`src/rtl/seg_scan_disp.sv`:
```
// rtl/seg_scan_disp.sv - multiplexed 7-segment driver with sequential double-dabble BCD conversion.
// Optional blanking blink for game-over flashing is enabled with `define SEG_BLINK_EN.
module seg_scan_disp #(
    parameter int DIGITS   = 6,
    parameter int BIN_W    = 14,
    parameter int SCAN_DIV = 50000
`ifdef SEG_BLINK_EN
    ,
    parameter int BLINK_DIV = 12_500_000
`endif
) (
    input  logic              clk,
    input  logic              rst_n,
    input  logic [BIN_W-1:0]  value,
    input  logic              load,
`ifdef SEG_BLINK_EN
    input  logic              blink,
`endif
    output logic              busy,
    output logic              ovf,
    output logic [DIGITS-1:0] sel,
    output logic [7:0]        dig
);

    function automatic int dec_digits(input int w);
        longint unsigned m;
        int n;
        m = (64'd1 << w) - 64'd1;
        n = 1;
        while (m >= 64'd10) begin
            m = m / 64'd10;
            n = n + 1;
        end
        return n;
    endfunction

    function automatic longint unsigned pow10(input int d);
        longint unsigned r;
        r = 64'd1;
        for (int i = 0; i < d; i++) r = r * 64'd10;
        return r;
    endfunction

    function automatic logic [7:0] seg7(input logic [3:0] n);
        case (n)
            4'd0:    return 8'hC0;
            4'd1:    return 8'hF9;
            4'd2:    return 8'hA4;
            4'd3:    return 8'hB0;
            4'd4:    return 8'h99;
            4'd5:    return 8'h92;
            4'd6:    return 8'h82;
            4'd7:    return 8'hF8;
            4'd8:    return 8'h80;
            4'd9:    return 8'h90;
            default: return 8'hFF;
        endcase
    endfunction

    // Shift register is wide enough for the full binary range and for every displayed digit.
    localparam int NB_BIN = dec_digits(BIN_W);
    localparam int NB     = (NB_BIN > DIGITS) ? NB_BIN : DIGITS;
    localparam longint unsigned LIMIT = pow10(DIGITS) - 64'd1;
    localparam int CW = (BIN_W > 1) ? $clog2(BIN_W) : 1;
    localparam int SW = (SCAN_DIV > 1) ? $clog2(SCAN_DIV) : 1;
    localparam int IW = (DIGITS > 1) ? $clog2(DIGITS) : 1;

    typedef enum logic [1:0] {IDLE, SHIFT, DONE} state_t;

    state_t              state;
    logic [BIN_W-1:0]    cap;
    logic [BIN_W-1:0]    bin_sh;
    logic [4*NB-1:0]     bcd;
    logic [4*NB-1:0]     bcd_adj;
    logic [CW-1:0]       cnt;
    logic [4*DIGITS-1:0] disp;
    logic                cap_ovf;

    logic [SW-1:0]       scan_cnt;
    logic [IW-1:0]       idx;
    logic [IW-1:0]       slot;
    logic [DIGITS-1:0]   blank;
    logic                nz;
    logic [DIGITS-1:0]   sel_next;
    logic [7:0]          dig_next;
    logic                dark;

    assign cap_ovf = ({{(64-BIN_W){1'b0}}, cap} > LIMIT);

    always_comb begin
        bcd_adj = bcd;
        for (int i = 0; i < NB; i++) begin
            if (bcd[4*i +: 4] >= 4'd5) bcd_adj[4*i +: 4] = bcd[4*i +: 4] + 4'd3;
        end
    end

    always_ff @(posedge clk or negedge rst_n) begin
        if (!rst_n) begin
            state  <= IDLE;
            busy   <= 1'b0;
            ovf    <= 1'b0;
            cap    <= '0;
            bin_sh <= '0;
            bcd    <= '0;
            cnt    <= '0;
            disp   <= '0;
        end else begin
            case (state)
                IDLE: begin
                    if (load) begin
                        cap    <= value;
                        bin_sh <= value;
                        bcd    <= '0;
                        cnt    <= '0;
                        busy   <= 1'b1;
                        state  <= SHIFT;
                    end
                end
                SHIFT: begin
                    bcd    <= {bcd_adj[4*NB-2:0], bin_sh[BIN_W-1]};
                    bin_sh <= bin_sh << 1;
                    cnt    <= cnt + 1'b1;
                    if (cnt == CW'(BIN_W - 1)) state <= DONE;
                end
                DONE: begin
                    // Whole display updated in one edge so a scan never mixes old and new digits.
                    disp  <= cap_ovf ? {DIGITS{4'h9}} : bcd[4*DIGITS-1:0];
                    ovf   <= cap_ovf;
                    busy  <= 1'b0;
                    state <= IDLE;
                end
                default: state <= IDLE;
            endcase
        end
    end

    always_ff @(posedge clk or negedge rst_n) begin
        if (!rst_n) begin
            scan_cnt <= '0;
            idx      <= '0;
        end else if (scan_cnt == SW'(SCAN_DIV - 1)) begin
            scan_cnt <= '0;
            idx      <= (idx == IW'(DIGITS - 1)) ? '0 : idx + 1'b1;
        end else begin
            scan_cnt <= scan_cnt + 1'b1;
        end
    end

    // A digit is blanked when it and everything above it is zero; units always shows.
    always_comb begin
        nz    = 1'b0;
        blank = '0;
        for (int i = DIGITS - 1; i >= 0; i--) begin
            nz       = nz | (disp[4*i +: 4] != 4'd0);
            blank[i] = !nz && (i != 0);
        end
    end

    assign slot = IW'(DIGITS - 1) - idx;

    always_comb begin
        sel_next       = '1;
        sel_next[slot] = 1'b0;
        dig_next       = blank[idx] ? 8'hFF : seg7(disp[4*idx +: 4]);
    end

`ifdef SEG_BLINK_EN
    localparam int BW = (BLINK_DIV > 1) ? $clog2(BLINK_DIV) : 1;
    logic [BW-1:0] blink_cnt;
    logic          phase;

    always_ff @(posedge clk or negedge rst_n) begin
        if (!rst_n) begin
            blink_cnt <= '0;
            phase     <= 1'b1;
        end else if (blink_cnt == BW'(BLINK_DIV - 1)) begin
            blink_cnt <= '0;
            phase     <= ~phase;
        end else begin
            blink_cnt <= blink_cnt + 1'b1;
        end
    end

    assign dark = blink & ~phase;
`else
    assign dark = 1'b0;
`endif

    always_ff @(posedge clk or negedge rst_n) begin
        if (!rst_n) begin
            sel <= '1;
            dig <= 8'hFF;
        end else begin
            sel <= dark ? '1 : sel_next;
            dig <= dark ? 8'hFF : dig_next;
        end
    end

endmodule

```
`config.mk`:
```
export PLATFORM = sky130hd
export DESIGN_NAME = seg_scan_disp
export DESIGN_NICKNAME = d
export VERILOG_FILES = /design/src/rtl/seg_scan_disp.sv
export SDC_FILE = /design/constraint.sdc
export NUM_CORES = 1
export LEC_CHECK = 0
export BUFFER_PORTS_ARGS = -buffer_cell sky130_fd_sc_hd__clkbuf_2
export CAP_MARGIN = 20
export CORE_MARGIN = 1
export CORE_UTILIZATION = 62
export DETAILED_ROUTE_END_ITERATION = 6
export PLACE_DENSITY = 0.89
export SLEW_MARGIN = 10
export SYNTH_ARGS = -nofsm -noshare
export SYNTH_HDL_FRONTEND = slang
export SYNTH_SLANG_ARGS = --single-unit
```
`constraint.sdc`:
```
create_clock -name clk -period 3.97 [get_ports clk]
set_input_delay 0.794 -clock clk [delete_from_list [all_inputs] [get_ports clk]]
set_output_delay 0.794 -clock clk [all_outputs]
set_load 0.05 [all_outputs]
```
## Yosys cells after proc, flatten, opt, wreduce, memory -nomap -nowiden

Memories as Yosys holds them, arrays and structs flattened.
Index checks and enable logic that the tools add are counted.

| cells by class | value |
|---|---|
| add/sub/neg operators | 10 |
| magnitude comparators | 9 |
| eq/ne operators | 7 |
| shifts and indexed selects | 1 |
| mux-type cells | 24 |
| bitwise operators | 5 |
| reduce and logical (&&, ||, !) cells | 17 |

Operator list:

| cell | number |
|---|---|
| $pmux W24 S2 | 1 |
| $pmux W14 S2 | 1 |
| $ge A4 B3 Y1 const B | 6 |
| $mux W24 | 1 |
| $mux W4 | 6 |
| $shiftx A24 B6 Y4 | 1 |
| $add A4 B2 Y4 const B | 5 |
| $reduce_bool A4 Y1 | 5 |
| $add A16 B1 Y16 const B | 1 |
| $eq A16 B16 Y1 const B | 1 |
| $mux W16 | 1 |
| $mux W14 | 1 |
| $lt A3 B4 Y1 const B | 2 |
| $mux W8 | 1 |
| $pmux W4 S2 | 1 |
| $mux W3 | 2 |
| $not A6 Y6 | 1 |
| $reduce_and A2 Y1 | 3 |
| $logic_not A1 Y1 | 5 |
| $add A4 B1 Y4 const B | 1 |
| $eq A4 B4 Y1 const B | 1 |
| $mux W2 | 2 |
| $ne A2 B2 Y1 const B | 2 |
| $or A1 B1 Y1 | 4 |
| 15 further kinds | 18 |

| word-level totals | value |
|---|---|
| flip-flop bits (word level) | 102 |
| memory bits (read-only) | 112 |
| input bits | 17 |
| output and inout port bits | 16 |
| word-level logic and storage cells | 84 |
| memories kept | 1 |

Memory list:

| name | depth | bits a word | rd ports | clocked after Yosys merged registers in | write ports | line | source |
|---|---|---|---|---|---|---|---|
| (name not given) | 16 | 7 | 1 | 0 | 0 | 45 | `case (n)` |

## Longest topological paths before layout

| depth | value |
|---|---|
| depth in word-level cells | 9 |
| depth in mapped cells | 9 |
| mapped depth without buffers | 8 |

## Worst setup path before layout

No wires, ideal clock.

| timing path | value |
|---|---|
| kind | register -> register |
| start point | reg idx[0] |
| end point | reg dig[3] |
| setup time | 0.091 ns |
| arrival | 1.938 ns |
| data required time | 3.879 ns |
| slack | 1.942 ns |
| stages on the path, launching flop included | 10 |
| path buffers | 1 |
| clock period less this slack | 2.028 ns |
| path through | dfrtp_1 -> buf_2 -> nor2_1 -> a22oi_1 -> o221ai_2 -> inv_1 -> ha_1 -> inv_1 -> nor2_1 -> o31ai_1 |

| between the ends | value |
|---|---|
| longest elaborated chain between the ends | 3 |
| elaborated cells between the ends (all ways) | 5 |
| those cells by class | shift: 1; mux: 3; memory: 1 |

Ends and longest elaborated chain:

| element | line | source |
|---|---|---|
| from (decl) | 80 | `logic [IW-1:0] idx;` |
| from (signal assigned) | 143 | `idx <= (idx == IW'(DIGITS - 1)) ? '0 : idx + 1'b1;` |
| $shiftx A24 B6 Y4 / $bmux W1 S3 (equally long branches) | 164 | `dig_next = blank[idx] ? 8'hFF : seg7(disp[4*idx +: 4]);` |
| $mem_v2 Z16 W7 / $mux W1 (equally long branches) | n/a |  |
| $mux W8 (*) | 164 |  |
| net dig_next[3] | 85 | `logic [7:0] dig_next;` |
| to (signal assigned) | 195 | `dig <= dark ? 8'hFF : dig_next;` |
| to (decl) | 22 | `output logic [7:0] dig` |

The timed path passes the listed nets; every way through them passes the cells marked *. The select of a mux whose other input is x is not followed.
A chain may end at the register's enable or synchronous reset.

## Worst setup path in the final report

| timing path | value |
|---|---|
| start point | reg idx[1] |
| end point | reg dig[3] |

The elaborated chain is that of the path after synthesis.

==> impl_metrics.toml <==
[setup_path]
slowest_delay_ns = 0.60
arrival_ns = 2.66
start_kind = "register"
crit_type = "register to register"
worst_path_most_repeated_cell = "inv_1"
worstPathRequired_ns = 4.26
cp_max_fo = 16
worst-path-buf-inv = 2
crit_family = "compound AO/OA/AOI/OAI gates"
path_cells = "and2b_4 > a22oi_1 > o221ai_2 > inv_1 > ha_1 > inv_1 > nor2_1 > o31ai_1"
worst_path_max_delay_cell = "dfrtp_1"
worstSetupEndpointType = "register"

[synth]
synthesis.area_um2 = 5000
synth_top_family_by_area = "simple AND/OR/NAND/NOR gates"
async_reset_ff_frac = 1.00
syn-num-nets = 508
ys_warn_count = 0
synthCells = 470
synth-seq-cells = 101
ys_seq_area_frac = 0.509
synthAdderAreaFrac = 0.0525
synth_edf_count = 0
synth_compound_area_frac = 0.127
synthMuxAreaShare = 0.0723
syn_area_per_cell_um2 = 10.6
yosys.area_share.simple = 0.157
synth-xor-area-share = 0.0420
ys_types = 53
synth_flop_cell = "dfrtp_1"

[drt]
wire_per_inst_um = 16.3
drc = 0
routed_wl_mm = 9.88
vias_per_cell = 5.94
drt-pass1-iter-count = 4
drt-initial-drc-count = 149
vias = 3598
final_antenna_net_count = 0

[clock_tree]
cts_root_buf = "clkbuf_8"
path_clk_slew_ns = 0.11
cts_buffers = 9
postCtsSetupBuffers = 0
clock_sinks = 101
clk_latency_ns = 0.38
holdBufCountCts = 0
clock_path_buffers = 2
cts_tree = "done"
cts_resized = 0
h-tree-depth = 3

[layout]
nFillCells = 571
layout_common_cells = "88 x dfrtp_1, 48 x nand2_1, 32 x o21ai_0, 29 x clkbuf_2, 27 x nor2_1"
drive_gt1_frac = 0.216
layout_commonest_cell = "dfrtp_1"
final_nets = 537
n_antenna_cell = 0
area_delta_synth_final_pct = 9.16

[floorplanning]
fp.dieW_um = 91.8
io-pin-count = 33
die_h_um = 91.8
rows = 32
start_util = 0.644
core_area_um2 = 7770
die_area_um2 = 8430

[timing]
rsz0062_at_grt = "no"
fin_crit_sh = 0.596
worst_slew_pin_slew_ns = 0.792
hold_viol_final = 0
clock_skew_ns = 0.0156
drv_slew = 0
max_freq_ghz = 0.423
fin_crit_ns = 2.37
setup_violations = 0
tns_ns = 0
slew_headroom = 0.472

[run]
cap_violations = 0

[global_route]
grtUsageTotal = 0.253
grt_max_degree = 65
first_global_vias = 3626
grt_first_pass_wirelength_mm = 16.9
grt_antenna_before_repair = 0
grt_overflow = 0

[placement]
routabilityCongestion = 0.849
numPortBuffers = 30
place_hpwl_mm = 6.85

[worst_hold_path]
hold_class = "register to register"

[pwr]
power_leakage_uw = 0.00245
totalPowerFinal_uw = 3910
ir_drop_uv = 542
p_per_area_nw_per_um2 = 716

[outcome]
outcome = "complete, no violations"
per-stage QoR:
step                cell area [µm²]   util  std cells  setup WS [ns]  hold WS (ns)
floorplan                      5000      -        470           1.94         0.446
global placement               5240  0.675        588           1.75         0.459
detailed placement             5240  0.675        588           1.64         0.466
CTS                            5430  0.699        604           1.62         0.493
global route                   5460  0.703        606           1.46         0.512
finish                         5460  0.703        606           1.60         0.492
routing by layer:
metal  wire, µm  share of wire  track usage  vias up
met1       4330           0.44        0.321     1799
met3        295          0.030       0.0506       21
met4        153          0.015       0.0885        0
li1           -              -            -     1706
met2       5100           0.52        0.433       72
met5          0              0            0        -
tightest hold or removal path, delay by kind of cell (launching register included):
kind / cells / cell delay (ns)
flip-flops: 1 / 0.36
AND/OR/NAND/NOR: 2 / 0.10
power by group:
part	internal, µW	total [µW]	switching, µW
registers	1400	1710	305
clock network	244	627	383
logic	639	1570	934
registers in the layout (all words and copies together) (netlist names):
signal and flops:
state 2, dig 7, scan_cnt 16, idx 3
busy 1, cnt 4, disp 24, bcd 24
sel 6, bin_sh 14
kinds of logic (layout without fill, tap and decap cells):
| family | Yosys count | in the layout |
|---|---|---|
| other cells | 2 | 2 |
| fa+ha+maj | 21 | 21 |
| simple gates | 150 | 150 |
| mux | 31 | 31 |
| compound gates | 95 | 95 |
| flops | 101 | 101 |
| xor+xnor | 24 | 24 |
| buf+inv | 46 | 80 |
path summary, 6_finish.rpt:
kind                            startpoint   endpoint  slack [ns]  cells past startpoint
worst max-delay path                idx[1]     dig[3]        1.60                      8
worst min-delay path             bin_sh[8]  bin_sh[8]        0.49                      2
worst max register to register      idx[1]     dig[3]        1.60                      8
worst min register to register   bin_sh[8]  bin_sh[8]        0.49                      2
max in group asynchronous            rst_n    bcd[18]        2.66                      2
min in group asynchronous            rst_n   disp[16]        0.50                      1
cell type report:
class,count,area [µm²],share of cell area
sequential,101,2540,0.466
multi-input combinational,323,2270,0.416
timing repair buffer,39,231,0.0424
tap,102,128,0.0234
clock buffer,9,124,0.0227
inverter,25,93.8,0.0172
clock inverter,7,67.6,0.0124
cell usage after synthesis (2+ instances only):
cell type,instances,area [µm²]
dfstp_2,13,342
mux2i_1,2,20.0
nor2b_1,5,31.3
buf_4,3,22.5
nand2_1,48,180
and4_1,3,26.3
mux2_2,25,282
o31ai_1,11,82.6
or3_1,2,12.5
or4_1,2,15.0
buf_2,2,10.0
nand3_1,24,120
a32o_1,6,60.1
nor3_1,5,25.0
a21oi_1,20,100
nor3b_1,4,30.0
nor2_1,27,101
xor2_1,10,87.6
buf_1,4,15.0
nand2b_1,8,50.1
o32ai_1,4,35.0
inv_1,25,93.8
dfrtp_1,88,2200
conb_1,2,7.51
clkbuf_1,11,41.3
xnor2_1,14,123
o21ai_0,32,160
ha_1,21,263
mux2_1,2,22.5
nor4_1,3,18.8
and2b_4,3,30.0
nand4_1,4,25.0
nand3b_1,2,15.0
and3_1,2,12.5
a22oi_1,15,113
Power figures use the tool's default switching activity.
